<file path="src/rtl/parity_check_scheduler.sv">
// Round-robin scheduler sharing one 9-bit even-parity checker between NUM_REQ requesters.
// Optional per-requester saturating error counters are enabled by defining PSCHED_ERR_CNT_EN.
module parity_check_scheduler #(
  parameter int NUM_REQ = 4,
  parameter int ID_W    = 2,
  parameter int CNT_W   = 8
) (
  input  logic                    clk_i,
  input  logic                    reset_i,
  input  logic [NUM_REQ-1:0]      req_valid_i,
  input  logic [NUM_REQ*9-1:0]    req_data_i,
  output logic [NUM_REQ-1:0]      req_ready_o,
  output logic                    rsp_valid_o,
  input  logic                    rsp_ready_i,
  output logic [ID_W-1:0]         rsp_id_o,
  output logic [8:0]              rsp_data_o,
  output logic                    rsp_err_o,
`ifdef PSCHED_ERR_CNT_EN
  input  logic                    cnt_clr_i,
  output logic [NUM_REQ*CNT_W-1:0] err_cnt_o,
`endif
  output logic                    busy_o
);

  typedef enum logic [1:0] {
    ST_IDLE  = 2'd0,
    ST_CHECK = 2'd1,
    ST_RESP  = 2'd2
  } state_e;

  function automatic logic parity9(input logic [8:0] data);
    return ^data;
  endfunction

  state_e               state_q, state_d;
  logic [ID_W-1:0]      ptr_q, ptr_d;
  logic [8:0]           chk_q, chk_d;
  logic [ID_W-1:0]      id_q, id_d;
  logic                 rsp_valid_q, rsp_valid_d;
  logic [ID_W-1:0]      rsp_id_q, rsp_id_d;
  logic [8:0]           rsp_data_q, rsp_data_d;
  logic                 rsp_err_q, rsp_err_d;
  logic                 busy_q, busy_d;

  logic                 grant_found_s;
  logic [ID_W-1:0]      grant_idx_s;
  logic [NUM_REQ-1:0]   grant_onehot_s;
  logic [8:0]           grant_data_s;
  logic [NUM_REQ-1:0]   req_ready_s;
  logic                 err_bit_s;

  assign err_bit_s = parity9(chk_q);

  // Round-robin search: offset k from the pointer, constant-index compare avoids wide selects.
  always_comb begin
    int idx_v;
    idx_v          = 0;
    grant_found_s  = 1'b0;
    grant_idx_s    = '0;
    grant_onehot_s = '0;
    grant_data_s   = 9'd0;
    for (int k = 0; k < NUM_REQ; k++) begin
      idx_v = int'(ptr_q) + k;
      if (idx_v >= NUM_REQ) begin
        idx_v = idx_v - NUM_REQ;
      end else begin
        idx_v = idx_v;
      end
      for (int i = 0; i < NUM_REQ; i++) begin
        if (!grant_found_s && (idx_v == i) && req_valid_i[i]) begin
          grant_found_s     = 1'b1;
          grant_idx_s       = ID_W'(i);
          grant_onehot_s[i] = 1'b1;
          grant_data_s      = req_data_i[9*i +: 9];
        end else begin
          grant_found_s = grant_found_s;
        end
      end
    end
  end

  // FSM next-state and datapath updates.
  always_comb begin
    state_d     = state_q;
    ptr_d       = ptr_q;
    chk_d       = chk_q;
    id_d        = id_q;
    rsp_valid_d = rsp_valid_q;
    rsp_id_d    = rsp_id_q;
    rsp_data_d  = rsp_data_q;
    rsp_err_d   = rsp_err_q;
    req_ready_s = '0;
    case (state_q)
      ST_IDLE: begin
        if (grant_found_s) begin
          req_ready_s = grant_onehot_s;
          chk_d       = grant_data_s;
          id_d        = grant_idx_s;
          if (int'(grant_idx_s) + 1 >= NUM_REQ) begin
            ptr_d = '0;
          end else begin
            ptr_d = grant_idx_s + ID_W'(1);
          end
          state_d = ST_CHECK;
        end else begin
          state_d = ST_IDLE;
        end
      end
      ST_CHECK: begin
        rsp_err_d   = err_bit_s;
        rsp_data_d  = chk_q;
        rsp_id_d    = id_q;
        rsp_valid_d = 1'b1;
        state_d     = ST_RESP;
      end
      ST_RESP: begin
        if (rsp_ready_i) begin
          rsp_valid_d = 1'b0;
          state_d     = ST_IDLE;
        end else begin
          state_d = ST_RESP;
        end
      end
      default: begin
        rsp_valid_d = 1'b0;
        state_d     = ST_IDLE;
      end
    endcase
    busy_d = (state_d != ST_IDLE);
  end

  // State and output registers with synchronous reset.
  always_ff @(posedge clk_i) begin
    if (reset_i) begin
      state_q     <= ST_IDLE;
      ptr_q       <= '0;
      chk_q       <= 9'd0;
      id_q        <= '0;
      rsp_valid_q <= 1'b0;
      rsp_id_q    <= '0;
      rsp_data_q  <= 9'd0;
      rsp_err_q   <= 1'b0;
      busy_q      <= 1'b0;
    end else begin
      state_q     <= state_d;
      ptr_q       <= ptr_d;
      chk_q       <= chk_d;
      id_q        <= id_d;
      rsp_valid_q <= rsp_valid_d;
      rsp_id_q    <= rsp_id_d;
      rsp_data_q  <= rsp_data_d;
      rsp_err_q   <= rsp_err_d;
      busy_q      <= busy_d;
    end
  end

  // Grant must never be visible while reset is held, even before the first reset edge.
  assign req_ready_o = reset_i ? '0 : req_ready_s;
  assign rsp_valid_o = rsp_valid_q;
  assign rsp_id_o    = rsp_id_q;
  assign rsp_data_o  = rsp_data_q;
  assign rsp_err_o   = rsp_err_q;
  assign busy_o      = busy_q;

`ifdef PSCHED_ERR_CNT_EN
  localparam logic [CNT_W-1:0] CNT_MAX = {CNT_W{1'b1}};

  logic [CNT_W-1:0] err_cnt_q [NUM_REQ];
  logic [CNT_W-1:0] err_cnt_d [NUM_REQ];

  // Saturating error counters; clear takes priority over a coincident increment.
  always_comb begin
    for (int i = 0; i < NUM_REQ; i++) begin
      err_cnt_d[i] = err_cnt_q[i];
      if (cnt_clr_i) begin
        err_cnt_d[i] = '0;
      end else if ((state_q == ST_CHECK) && err_bit_s && (id_q == ID_W'(i))
                   && (err_cnt_q[i] != CNT_MAX)) begin
        err_cnt_d[i] = err_cnt_q[i] + CNT_W'(1);
      end else begin
        err_cnt_d[i] = err_cnt_q[i];
      end
    end
  end

  // Counter registers.
  always_ff @(posedge clk_i) begin
    for (int i = 0; i < NUM_REQ; i++) begin
      if (reset_i) begin
        err_cnt_q[i] <= '0;
      end else begin
        err_cnt_q[i] <= err_cnt_d[i];
      end
    end
  end

  // Flatten counters onto the output bus.
  always_comb begin
    err_cnt_o = '0;
    for (int i = 0; i < NUM_REQ; i++) begin
      err_cnt_o[CNT_W*i +: CNT_W] = err_cnt_q[i];
    end
  end
`endif

endmodule

</file>
<file path="config.mk">
export PLATFORM = sky130hd
export DESIGN_NAME = parity_check_scheduler
export DESIGN_NICKNAME = d
export VERILOG_FILES = /design/src/rtl/parity_check_scheduler.sv
export SDC_FILE = /design/constraint.sdc
export NUM_CORES = 1
export LEC_CHECK = 0
export CAP_MARGIN = 20
export CORE_ASPECT_RATIO = 1.1
export CORE_MARGIN = 2
export CORE_UTILIZATION = 40
export CTS_BUF_LIST = sky130_fd_sc_hd__clkbuf_8
export CTS_CLUSTER_SIZE = 8
export DETAILED_ROUTE_END_ITERATION = 8
export HOLD_SLACK_MARGIN = 0.03
export PLACE_DENSITY = 0.66
export SLEW_MARGIN = 20
export SYNTH_ARGS = -nofsm -noshare
export SYNTH_HDL_FRONTEND = slang
export SYNTH_SLANG_ARGS = --single-unit
</file>
<file path="constraint.sdc">
create_clock -name clk_i -period 3 [get_ports clk_i]
set_input_delay 0.75 -clock clk_i [delete_from_list [all_inputs] [get_ports clk_i]]
set_output_delay 0.75 -clock clk_i [all_outputs]
set_load 0.02 [all_outputs]
</file>
==> impl_metrics.yaml, run 1 <==
setup_path:
  register_to_register_path_depth: 7
  endpoint_kind: "output port"
  critical_path_peak_fanout: 5
  crit_slowest_cell: "sky130_fd_sc_hd__clkdlybuf4s50_1"
  reg2reg_from: "ptr_q[1]"
  worst-setup-path-type: "input port to output port"
  worst-endpoint-arrival_ns: 2.17
  r2r_setup_slack_ns: 0.66
  worst_path_cell_chain: "clkdlybuf4s50_1 > buf_4 > or2_2 > nand2_1 > o211ai_1 > nor2_1 > buf_2"
  crit_path_start_kind: "input port"
  worst_ep_required_time_ns: 2.25
  slowest_delay_ns: 0.47
  regToRegEndpoint: "chk_q[1]"
floorplanning:
  floorplan.die.height_um: 90.2
  row_count: 31
  die_wd_um: 82.4
  boundaryPins: 61
  fp.coreArea_um2: 6560
  die_area_um2: 7430
  initial_utilization_pct: 41.2
cts:
  cts-resized-gates: 27
  cts-htree-levels: 2
  post_cts_buffers: 0
  tritoncts: "built"
  cell_at_the_root_of_the_clock_tree: "sky130_fd_sc_hd__clkbuf_8"
  numClockSinks: 29
  holdBufCountCts: 0
  cts_buffers: 5
  clk_latency_ns: 0.27
  cts.clk_slew.worst_paths_ns: 0.06
  maximum_clock_insertion_buffer_count: 2
timing:
  finalWorstPathRequiredPeriod_ns: 2.92
  final_count_of_negative_setup_slack_endpoints: 0
  report.final.slew_viol_count: 0
  rsz_0062_raised_after_global_routing: "no"
  max_slew.worst_pin.slew_ns: 0.753
  final_min_period_over_clock_period_pct: 97.2
  final.setup_skew_ns: 0.00173
  relSlewSlack_pct: 49.7
  fmax_ghz: 0.343
  layout_setup_ws_ns: 0.0843
  hold_violations: 0
worst_hold_path:
  holdCritPathClass: "flip-flop to flip-flop"
  worstHoldPathCells: 2
  hold_path.startpoint: "rsp_data_o[4]"
  worstHoldEndpoint: "rsp_data_o[4]"
yosys:
  synthesis.area_um2: 2700
  most_common_cell_in_the_netlist: "sky130_fd_sc_hd__nand2_1"
  synth_top_cells_by_area: "sky130_fd_sc_hd__dfxtp_1 (21%), sky130_fd_sc_hd__nand2_1 (6.9%), sky130_fd_sc_hd__a21oi_1 (4.4%)"
  yosys.cell_types.count: 66
  leading_register_cell_type_out_of_synthesis: "sky130_fd_sc_hd__dfxtp_1"
  yosysTopAreaCell: "sky130_fd_sc_hd__dfxtp_1"
  ys_seq_elements: 29
  synth_common_cells: "sky130_fd_sc_hd__nand2_1 (50), sky130_fd_sc_hd__dfxtp_1 (29), sky130_fd_sc_hd__a21oi_1 (24)"
  synth_async_sr_flop_share_pct: 0
  synth.net_count: 413
  synthDominantCellAreaShare_pct: 21.5
  synthesis.area_per_instance_um2: 7.30
  synthesis.yosys.warnings: 0
  synthCells: 370
  synth_edf_count: 0
  ys_seq_area_share_pct: 21.5
cells_and_area:
  area_added_between_synthesis_and_finish_pct: 40.9
  finish.instance_area_um2: 3810
  num-nets-final: 502
  final_layout_size_suffix_gt1_share_pct: 18.7
  fillerInstances: 632
  n_antenna_cell: 0
detailed_routing:
  drt_iter0_markers: 279
  routed_wl_um: 9980
  via_count: 3449
  drc: 0
  detail_route.wl_per_cell_um: 18.5
  via_per_inst: 6.38
  drtPass1Iterations: 5
  antenna_violating_nets_post_route: 0
global_route:
  gr-usage-all-layers_pct: 26.9
  grt_pass1_vias: 3198
  grt_start_max_net_pins: 23
  congestion_overflow_gr: 0
  grt_pass1_wl_um: 15900
  antenna_violations_before_repair: 0
pwr:
  worst_ir_drop_vdd_uv: 397
  power-per-cell-area_nw_per_um2: 396
  power.static_leakage_nw: 1.40
status:
  run_status: "completed"
placement:
  dpl_cell_area_um2: 3670
  place.port_buffers: 60
  post_dp_hpwl_um: 7800
  pre_cts_slack_ns: -0.605
  routabilityCongestion: 0.939
flow_run:
  drv_cap: 0
-- power by group --
| group | total, mW | switching, mW | leakage, nW | internal [mW] |
|---|---|---|---|---|
| clock network | 0.310 | 0.132 | 0.0485 | 0.178 |
| logic | 0.717 | 0.378 | 1.12 | 0.338 |
| registers | 0.481 | 0.0429 | 0.238 | 0.438 |
-- flip-flops by register name, summed over array words and instances (netlist names) --
name         count
busy_o           1
chk_q            9
id_q             2
ptr_q            2
rsp_data_o       9
rsp_err_o        1
rsp_id_o         2
rsp_valid_o      1
state_q          2
-- per-layer routing --
layer / track usage (%) / wire length (um)
met2: 41.8 / 4720
met3: 5.02 / 991
met4: 10.8 / 219
met5: 0 / 0
met1: 35.9 / 4060
-- worst max path at each step --
stage                         from        endpoint  slack [ns]  cells past startpoint
detailed placement  req_valid_i[2]  req_ready_o[0]       -0.60                      6
floorplan           req_valid_i[0]  req_ready_o[2]        0.07                      5
CTS                 req_valid_i[0]  req_ready_o[0]       0.002                      5
global placement    req_valid_i[2]  req_ready_o[2]       -0.51                      6
global route        req_valid_i[0]  req_ready_o[1]       0.002                      7
finish              req_valid_i[0]  req_ready_o[1]        0.08                      7
-- cells by family after synthesis --
logic type             after synthesis  synth area share (%)
XOR/XNOR                             8                  2.59
buffers and inverters               37                  5.88
multiplexers                         6                  3.71
AND/OR/NAND/NOR                    170                  34.0
flip-flops                          29                  21.5
AO/OA/AOI/OAI                      120                  32.4
-- cell usage in the layout (no fill, tap or decap), types with 4 or more instances in the layout --
master / Yosys / routed
sky130_fd_sc_hd__a21o_1: 4 / 4
sky130_fd_sc_hd__a21oi_1: 24 / 23
sky130_fd_sc_hd__a221o_1: 7 / 7
sky130_fd_sc_hd__a22oi_1: 12 / 12
sky130_fd_sc_hd__a31oi_1: 7 / 7
sky130_fd_sc_hd__a32oi_1: 6 / 6
sky130_fd_sc_hd__and2_1: 5 / 5
sky130_fd_sc_hd__buf_2: 4 / 4
sky130_fd_sc_hd__buf_4: 0 / 51
sky130_fd_sc_hd__clkbuf_8: 0 / 6
sky130_fd_sc_hd__clkdlybuf4s50_1: 0 / 54
sky130_fd_sc_hd__dfxtp_1: 29 / 29
sky130_fd_sc_hd__inv_1: 6 / 7
sky130_fd_sc_hd__nand2_1: 50 / 50
sky130_fd_sc_hd__nand2b_1: 7 / 7
sky130_fd_sc_hd__nand3_1: 17 / 16
sky130_fd_sc_hd__nand3b_1: 5 / 5
sky130_fd_sc_hd__nand4_1: 6 / 6
sky130_fd_sc_hd__nor2_1: 18 / 17
sky130_fd_sc_hd__nor2b_1: 5 / 4
sky130_fd_sc_hd__nor3_1: 21 / 20
sky130_fd_sc_hd__nor4_1: 6 / 6
sky130_fd_sc_hd__o211ai_1: 8 / 8
sky130_fd_sc_hd__o21a_1: 4 / 4
sky130_fd_sc_hd__o21ai_0: 10 / 10
sky130_fd_sc_hd__o221ai_1: 5 / 5
sky130_fd_sc_hd__o22ai_1: 6 / 6
sky130_fd_sc_hd__xnor2_1: 7 / 7
-- metrics by stage --
step	power, mW	std cells	setup TNS (ns)	util [%]	hold WS [ns]
after detailed placement	1.19	534	-2.46	56.1	0.449
after floorplan	0.901	370	0	-	0.429
after global routing	1.60	541	0	58.1	0.479
after global placement	1.18	534	-1.95	56.1	0.445
after CTS	1.50	541	0	58.0	0.458
final	1.51	541	0	58.1	0.453
-- area by class of cell --
cell class	count	area, um^2	area share (%)
Clock inverter	1	3.75	0.0986
Tap cell	82	103	2.69
Inverter	7	26.3	0.690
Multi-Input combinational cell	304	2030	53.3
Clock buffer	6	82.6	2.17
Timing Repair Buffer	112	981	25.8
Sequential cell	29	581	15.2
-- worst max-delay path, delay by kind of cell --
family	cells	cell delay [ns]
compound gates	1	0.11
buf+inv	3	0.81
simple gates	3	0.49
Power figures use the tool's default switching activity.
==> run 2: changes to the inputs <==
--- a/config.mk
+++ b/config.mk
@@ -9,11 +9,12 @@
 export CORE_ASPECT_RATIO = 1.1
 export CORE_MARGIN = 2
 export CORE_UTILIZATION = 40
-export CTS_BUF_LIST = sky130_fd_sc_hd__clkbuf_8
+export CTS_BUF_LIST = sky130_fd_sc_hd__clkbuf_4
 export CTS_CLUSTER_SIZE = 8
 export DETAILED_ROUTE_END_ITERATION = 8
 export HOLD_SLACK_MARGIN = 0.03
 export PLACE_DENSITY = 0.66
+export SETUP_SLACK_MARGIN = 0.1
 export SLEW_MARGIN = 20
 export SYNTH_ARGS = -nofsm -noshare
 export SYNTH_HDL_FRONTEND = slang
==> impl_metrics.yaml, run 2 (synthesis results as in run 1) <==
status:
  run_status: "completed"
pwr:
  seq_power_share_pct: 34.1
  power-per-cell-area_nw_per_um2: 376
  internal_power_mw: 0.871
  worst_ir_drop_vdd_uv: 263
  p_sw_mw: 0.543
  clkPwrFrac_pct: 15.4
  power.static_leakage_nw: 1.40
  share_comb_of_total_power_pct: 50.4
  power.share.switching_pct: 38.4
detailed_routing:
  via_count: 3467
  drtPass1Iterations: 7
  drt_iter0_markers: 351
  drc: 0
  via_per_inst: 6.41
  detail_route.wl_per_cell_um: 18.2
  antenna_violating_nets_post_route: 0
  routed_wl_um: 9870
timing:
  rsz_0062_raised_after_global_routing: "no"
  fin_setup_tns_ns: 0
  layout_setup_ws_ns: 0.235
  fin_hold_ws_ns: 0.461
  final.setup_skew_ns: 0.00209
  final_count_of_negative_setup_slack_endpoints: 0
  report.final.slew_viol_count: 0
  hold_violations: 0
  finalWorstPathRequiredPeriod_ns: 2.77
  fmax_ghz: 0.362
  max_slew.worst_pin.slew_ns: 0.730
  final_min_period_over_clock_period_pct: 92.2
  relSlewSlack_pct: 51.3
placement:
  routabilityCongestion: 0.928
  place.port_buffers: 60
  dpl_cell_area_um2: 3660
  post_dp_hpwl_um: 7640
  pre_cts_slack_ns: -0.549
floorplanning:
  floorplan.die.height_um: 90.2
  initial_utilization_pct: 41.2
  fp.coreArea_um2: 6560
  die_wd_um: 82.4
  die_area_um2: 7430
  row_count: 31
  boundaryPins: 61
global_route:
  grt_start_max_net_pins: 32
  gr-usage-all-layers_pct: 27.1
  antenna_violations_before_repair: 0
  grt_pass1_vias: 3180
  grt_pass1_wl_um: 15900
  congestion_overflow_gr: 0
cells_and_area:
  final_common_cell: "sky130_fd_sc_hd__buf_4"
  finish.instance_area_um2: 3760
  n_antenna_cell: 0
  fillerInstances: 632
  mostFrequentLayoutCells: "sky130_fd_sc_hd__buf_4 (53), sky130_fd_sc_hd__clkdlybuf4s50_1 (52), sky130_fd_sc_hd__nand2_1 (50)"
  num-nets-final: 502
  area_added_between_synthesis_and_finish_pct: 39.2
  layout.core_utilization_pct: 57.4
  final_layout_size_suffix_gt1_share_pct: 18.3
  ff_latch_area_um2: 581
  area_of_the_multi_input_gates_um2: 2020
setup_path:
  worst_ep_required_time_ns: 2.25
  endpoint_kind: "output port"
  worst-endpoint-arrival_ns: 2.02
  crit_path_start_kind: "input port"
  r2r_setup_slack_ns: 0.67
  worst-setup-path-type: "input port to output port"
  critical_path_peak_fanout: 14
cts:
  cts_buffers: 5
  clk_latency_ns: 0.32
  cell_at_the_root_of_the_clock_tree: "sky130_fd_sc_hd__clkbuf_4"
  cts-htree-levels: 2
  numClockSinks: 29
  maximum_clock_insertion_buffer_count: 2
  cts.clk_slew.worst_paths_ns: 0.08
  post_cts_buffers: 0
  tritoncts: "built"
flow_run:
  drv_cap: 0
worst_hold_path:
  holdCritPathClass: "flip-flop to flip-flop"
run 2: changes by cell type in the layout (fill, tap and decap cells not counted), sizes merged:
cell / change
clkdlybuf4s50: -2
dlymetal6s2s: +2
clkdlybuf4s15: +1
clkinv: +1
dlygate4sd2: -1
inv: -1
run 2: per-stage QoR:
stage	total power, mW	instances
3_3_place_gp	1.18	534
6_report	1.41	541
5_1_grt	1.49	541
4_1_cts	1.41	541
2_1_floorplan	0.901	370
3_5_place_dp	1.18	534
run 2: critical path: stages:
cell and delay, ns:
sky130_fd_sc_hd__clkdlybuf4s15_1 0.35, sky130_fd_sc_hd__buf_4 0.18, sky130_fd_sc_hd__buf_4 0.20, sky130_fd_sc_hd__a21oi_1 0.09, sky130_fd_sc_hd__o211ai_1 0.22, sky130_fd_sc_hd__nor2_1 0.08, sky130_fd_sc_hd__buf_4 0.16
run 2: final cells by class:
type                            count  area share (%)
Sequential cell                    29            15.4
Inverter                            7           0.699
Clock inverter                      1          0.0998
Tap cell                           82            2.73
Timing Repair Buffer              112            26.0
Multi-Input combinational cell    304            53.8
Clock buffer                        6            1.20
run 2: worst paths after layout:
check | from | cells past startpoint | to
setup / recovery | req_valid_i[2] | 7 | req_ready_o[1]
hold / removal | rsp_data_o[1] | 2 | rsp_data_o[1]
setup reg to reg | ptr_q[0] | 7 | chk_q[1]
hold reg to reg | rsp_data_o[1] | 2 | rsp_data_o[1]
run 2: metal layers:
metal | global-route usage, % | vias up | wire length, um
met5 | 0 | - | 0
li1 | - | 1614 | -
met3 | 3.71 | 38 | 996
met4 | 12.4 | 0 | 344
met2 | 41.3 | 245 | 4490
met1 | 37.0 | 1570 | 4050
run 2: power by group through the flow:
stage	registers, mW	clock network [mW]	logic, mW
after floorplan	0.500	0	0.401
after global placement	0.487	0	0.691
after detailed placement	0.490	0	0.693
after CTS	0.482	0.227	0.699
after global routing	0.491	0.233	0.770
final	0.482	0.218	0.713
run 2: timing repair:
item	in CTS	in global routing
gates cloned	0	0
hold buffers	0	0
pin swaps	1	0
gates resized for setup	26	7
endpoints found under the hold margin	0	0
setup endpoints to repair	4	5
==> run 3: changes to the inputs <==
--- a/config.mk
+++ b/config.mk
@@ -12,6 +12,7 @@
 export CTS_BUF_LIST = sky130_fd_sc_hd__clkbuf_4
 export CTS_CLUSTER_SIZE = 8
 export DETAILED_ROUTE_END_ITERATION = 8
+export GPL_TIMING_DRIVEN = 0
 export HOLD_SLACK_MARGIN = 0.03
 export PLACE_DENSITY = 0.66
 export SETUP_SLACK_MARGIN = 0.1
==> impl_metrics.yaml, run 3 (synthesis results as in run 1) <==
timing:
  hold_violations: 0
  finalWorstPathRequiredPeriod_ns: 2.82
  rsz_0062_raised_after_global_routing: "yes"
  relSlewSlack_pct: 38.9
  final_min_period_over_clock_period_pct: 94.0
  final.setup_skew_ns: 0.00705
  max_slew.worst_pin.slew_ns: 0.904
  final_count_of_negative_setup_slack_endpoints: 0
  fin_hold_ws_ns: 0.458
  report.final.slew_viol_count: 0
  fmax_ghz: 0.355
setup_path:
  timing.critical_path.mode_cell: "sky130_fd_sc_hd__clkbuf_8"
  register_to_register_path_depth: 8
  crit_slowest_cell: "sky130_fd_sc_hd__or4_4"
  crit_path_start_kind: "input port"
  r2r_setup_slack_ns: 0.63
  endpoint_kind: "output port"
  worst_path_cell_chain: "buf_2 > clkbuf_8 > or4_4 > nand3_4 > clkbuf_8 > nor2_1 > buf_4"
  reg2reg_from: "ptr_q[1]"
  worst_ep_required_time_ns: 2.25
  critical_path_peak_fanout: 6
  regToRegEndpoint: "chk_q[6]"
  worst-endpoint-arrival_ns: 2.07
  worst-setup-path-type: "input port to output port"
  slowest_delay_ns: 0.55
global_route:
  gr-usage-all-layers_pct: 29.4
  grt_pass1_vias: 3217
  grt_pass1_wl_um: 16900
  antenna_violations_before_repair: 0
  congestion_overflow_gr: 0
  grt_start_max_net_pins: 11
pwr:
  power.share.switching_pct: 40.5
  clkPwrFrac_pct: 15.2
  seq_power_share_pct: 33.8
  internal_power_mw: 0.848
  share_comb_of_total_power_pct: 51.0
  p_sw_mw: 0.578
  worst_ir_drop_vdd_uv: 340
  power-per-cell-area_nw_per_um2: 387
  power.static_leakage_nw: 1.31
placement:
  routabilityCongestion: 1.02
  post_dp_hpwl_um: 8040
  place.port_buffers: 60
  placed_cells_incl_taps: 512
flow_run:
  drv_cap: 0
cells_and_area:
  num-nets-final: 492
  mostFrequentLayoutCells: "sky130_fd_sc_hd__clkdlybuf4s50_1 (52), sky130_fd_sc_hd__nand2_1 (48), sky130_fd_sc_hd__dfxtp_1 (28)"
  final_layout_size_suffix_gt1_share_pct: 16.7
  area_added_between_synthesis_and_finish_pct: 36.5
  n_antenna_cell: 0
  final-instance-count-excl-fill: 532
  final_common_cell: "sky130_fd_sc_hd__clkdlybuf4s50_1"
  layout.core_utilization_pct: 56.3
  fillerInstances: 647
detailed_routing:
  wl_met2_um: 5090
  via_count: 3485
  detail_route.wl_per_cell_um: 20.4
  antenna_violating_nets_post_route: 0
  drtPass1Iterations: 5
  drc: 0
  dr.max_layer_used: "met4"
  drt_iter0_markers: 366
  routed_wl_um: 10900
  routedLengthMet1_um: 4330
  routed_length_on_met3_um: 1080
  via_per_inst: 6.55
floorplanning:
  fp.coreArea_um2: 6560
  die_area_um2: 7430
  boundaryPins: 61
  initial_utilization_pct: 41.2
  die_wd_um: 82.4
  floorplan.die.height_um: 90.2
  row_count: 31
cts:
  cell_at_the_root_of_the_clock_tree: "sky130_fd_sc_hd__clkbuf_4"
  tritoncts: "built"
  cts-htree-levels: 2
  cts_buffers: 5
  clk_latency_ns: 0.32
  numClockSinks: 29
  maximum_clock_insertion_buffer_count: 2
  cts.clk_slew.worst_paths_ns: 0.08
worst_hold_path:
  worstHoldEndpoint: "rsp_data_o[5]"
  holdCritPathClass: "flip-flop to flip-flop"
  worstHoldPathCells: 2
  hold_path.startpoint: "rsp_data_o[5]"
status:
  run_status: "completed"
## run 3: changes by cell type in the layout (fill, tap and decap cells not counted), moves of 4 or more
cell,change
sky130_fd_sc_hd__buf_4,-39
sky130_fd_sc_hd__clkbuf_2,+7
sky130_fd_sc_hd__clkbuf_4,+4
sky130_fd_sc_hd__buf_6,+4
sky130_fd_sc_hd__clkbuf_1,+8
sky130_fd_sc_hd__clkbuf_8,+4
sky130_fd_sc_hd__buf_2,+4
## run 3: power groups by stage
| stage | logic (mW) | registers [mW] | clock network, mW |
|---|---|---|---|
| 3_3_place_gp | 0.656 | 0.488 | 0 |
| 4_1_cts | 0.699 | 0.481 | 0.228 |
| 5_1_grt | 0.781 | 0.490 | 0.244 |
| 6_report | 0.727 | 0.482 | 0.217 |
| 3_5_place_dp | 0.659 | 0.490 | 0 |
| 2_1_floorplan | 0.401 | 0.500 | 0 |
## run 3: metrics by stage
step | setup TNS (ns) | area [um^2] | power [mW] | setup WS [ns]
6_report | 0 | 3690 | 1.43 | 0.181
5_1_grt | 0 | 3690 | 1.52 | 0.0772
4_1_cts | 0 | 3670 | 1.41 | 0.110
3_5_place_dp | -7.07 | 3420 | 1.15 | -1.23
3_3_place_gp | -8.51 | 3410 | 1.14 | -1.35
2_1_floorplan | 0 | 2700 | 0.901 | 0.191
## run 3: final cells by class
class                           instances  area [um^2]  share of cell area [%]
Clock buffer                            5         37.5                    1.02
Sequential cell                        29          582                    15.8
Timing Repair Buffer                   73          661                    17.9
Buffer                                 29          206                    5.60
Multi-Input combinational cell        304         2060                    55.8
Clock inverter                          3         12.5                   0.339
Tap cell                               82          103                    2.78
Inverter                                7         30.0                   0.814
## run 3: worst max path at each step
stage,start,end,slack [ns],cells past startpoint
finish,req_valid_i[3],req_ready_o[3],0.18,7
CTS,req_valid_i[2],req_ready_o[2],0.11,8
detailed placement,req_valid_i[1],req_ready_o[2],-1.23,7
global route,ptr_q[1],req_ready_o[1],0.08,7
floorplan,req_valid_i[0],req_ready_o[2],0.19,5
global placement,req_valid_i[1],req_ready_o[2],-1.35,7
## run 3: routing by layer
metal | global-route usage (%) | vias to the layer above
met2 | 44.6 | 251
met1 | 40.2 | 1593
met5 | 0 | -
li1 | - | 1598
met4 | 13.5 | 0
met3 | 4.32 | 43
## run 3: worst max-delay path, delay by kind of cell
| kind | cells | cell delay (ns) |
|---|---|---|
| buffers and inverters | 4 | 0.59 |
| and+or+nand+nor | 3 | 0.72 |
## run 3: timing repair
item,in CTS,in global routing
endpoints found under the hold margin,0,0
hold buffers,0,0
buffers inserted,11,1
endpoints found under the setup margin,8,4
gates cloned,0,1
pin swaps,3,1
gates resized for setup,69,16
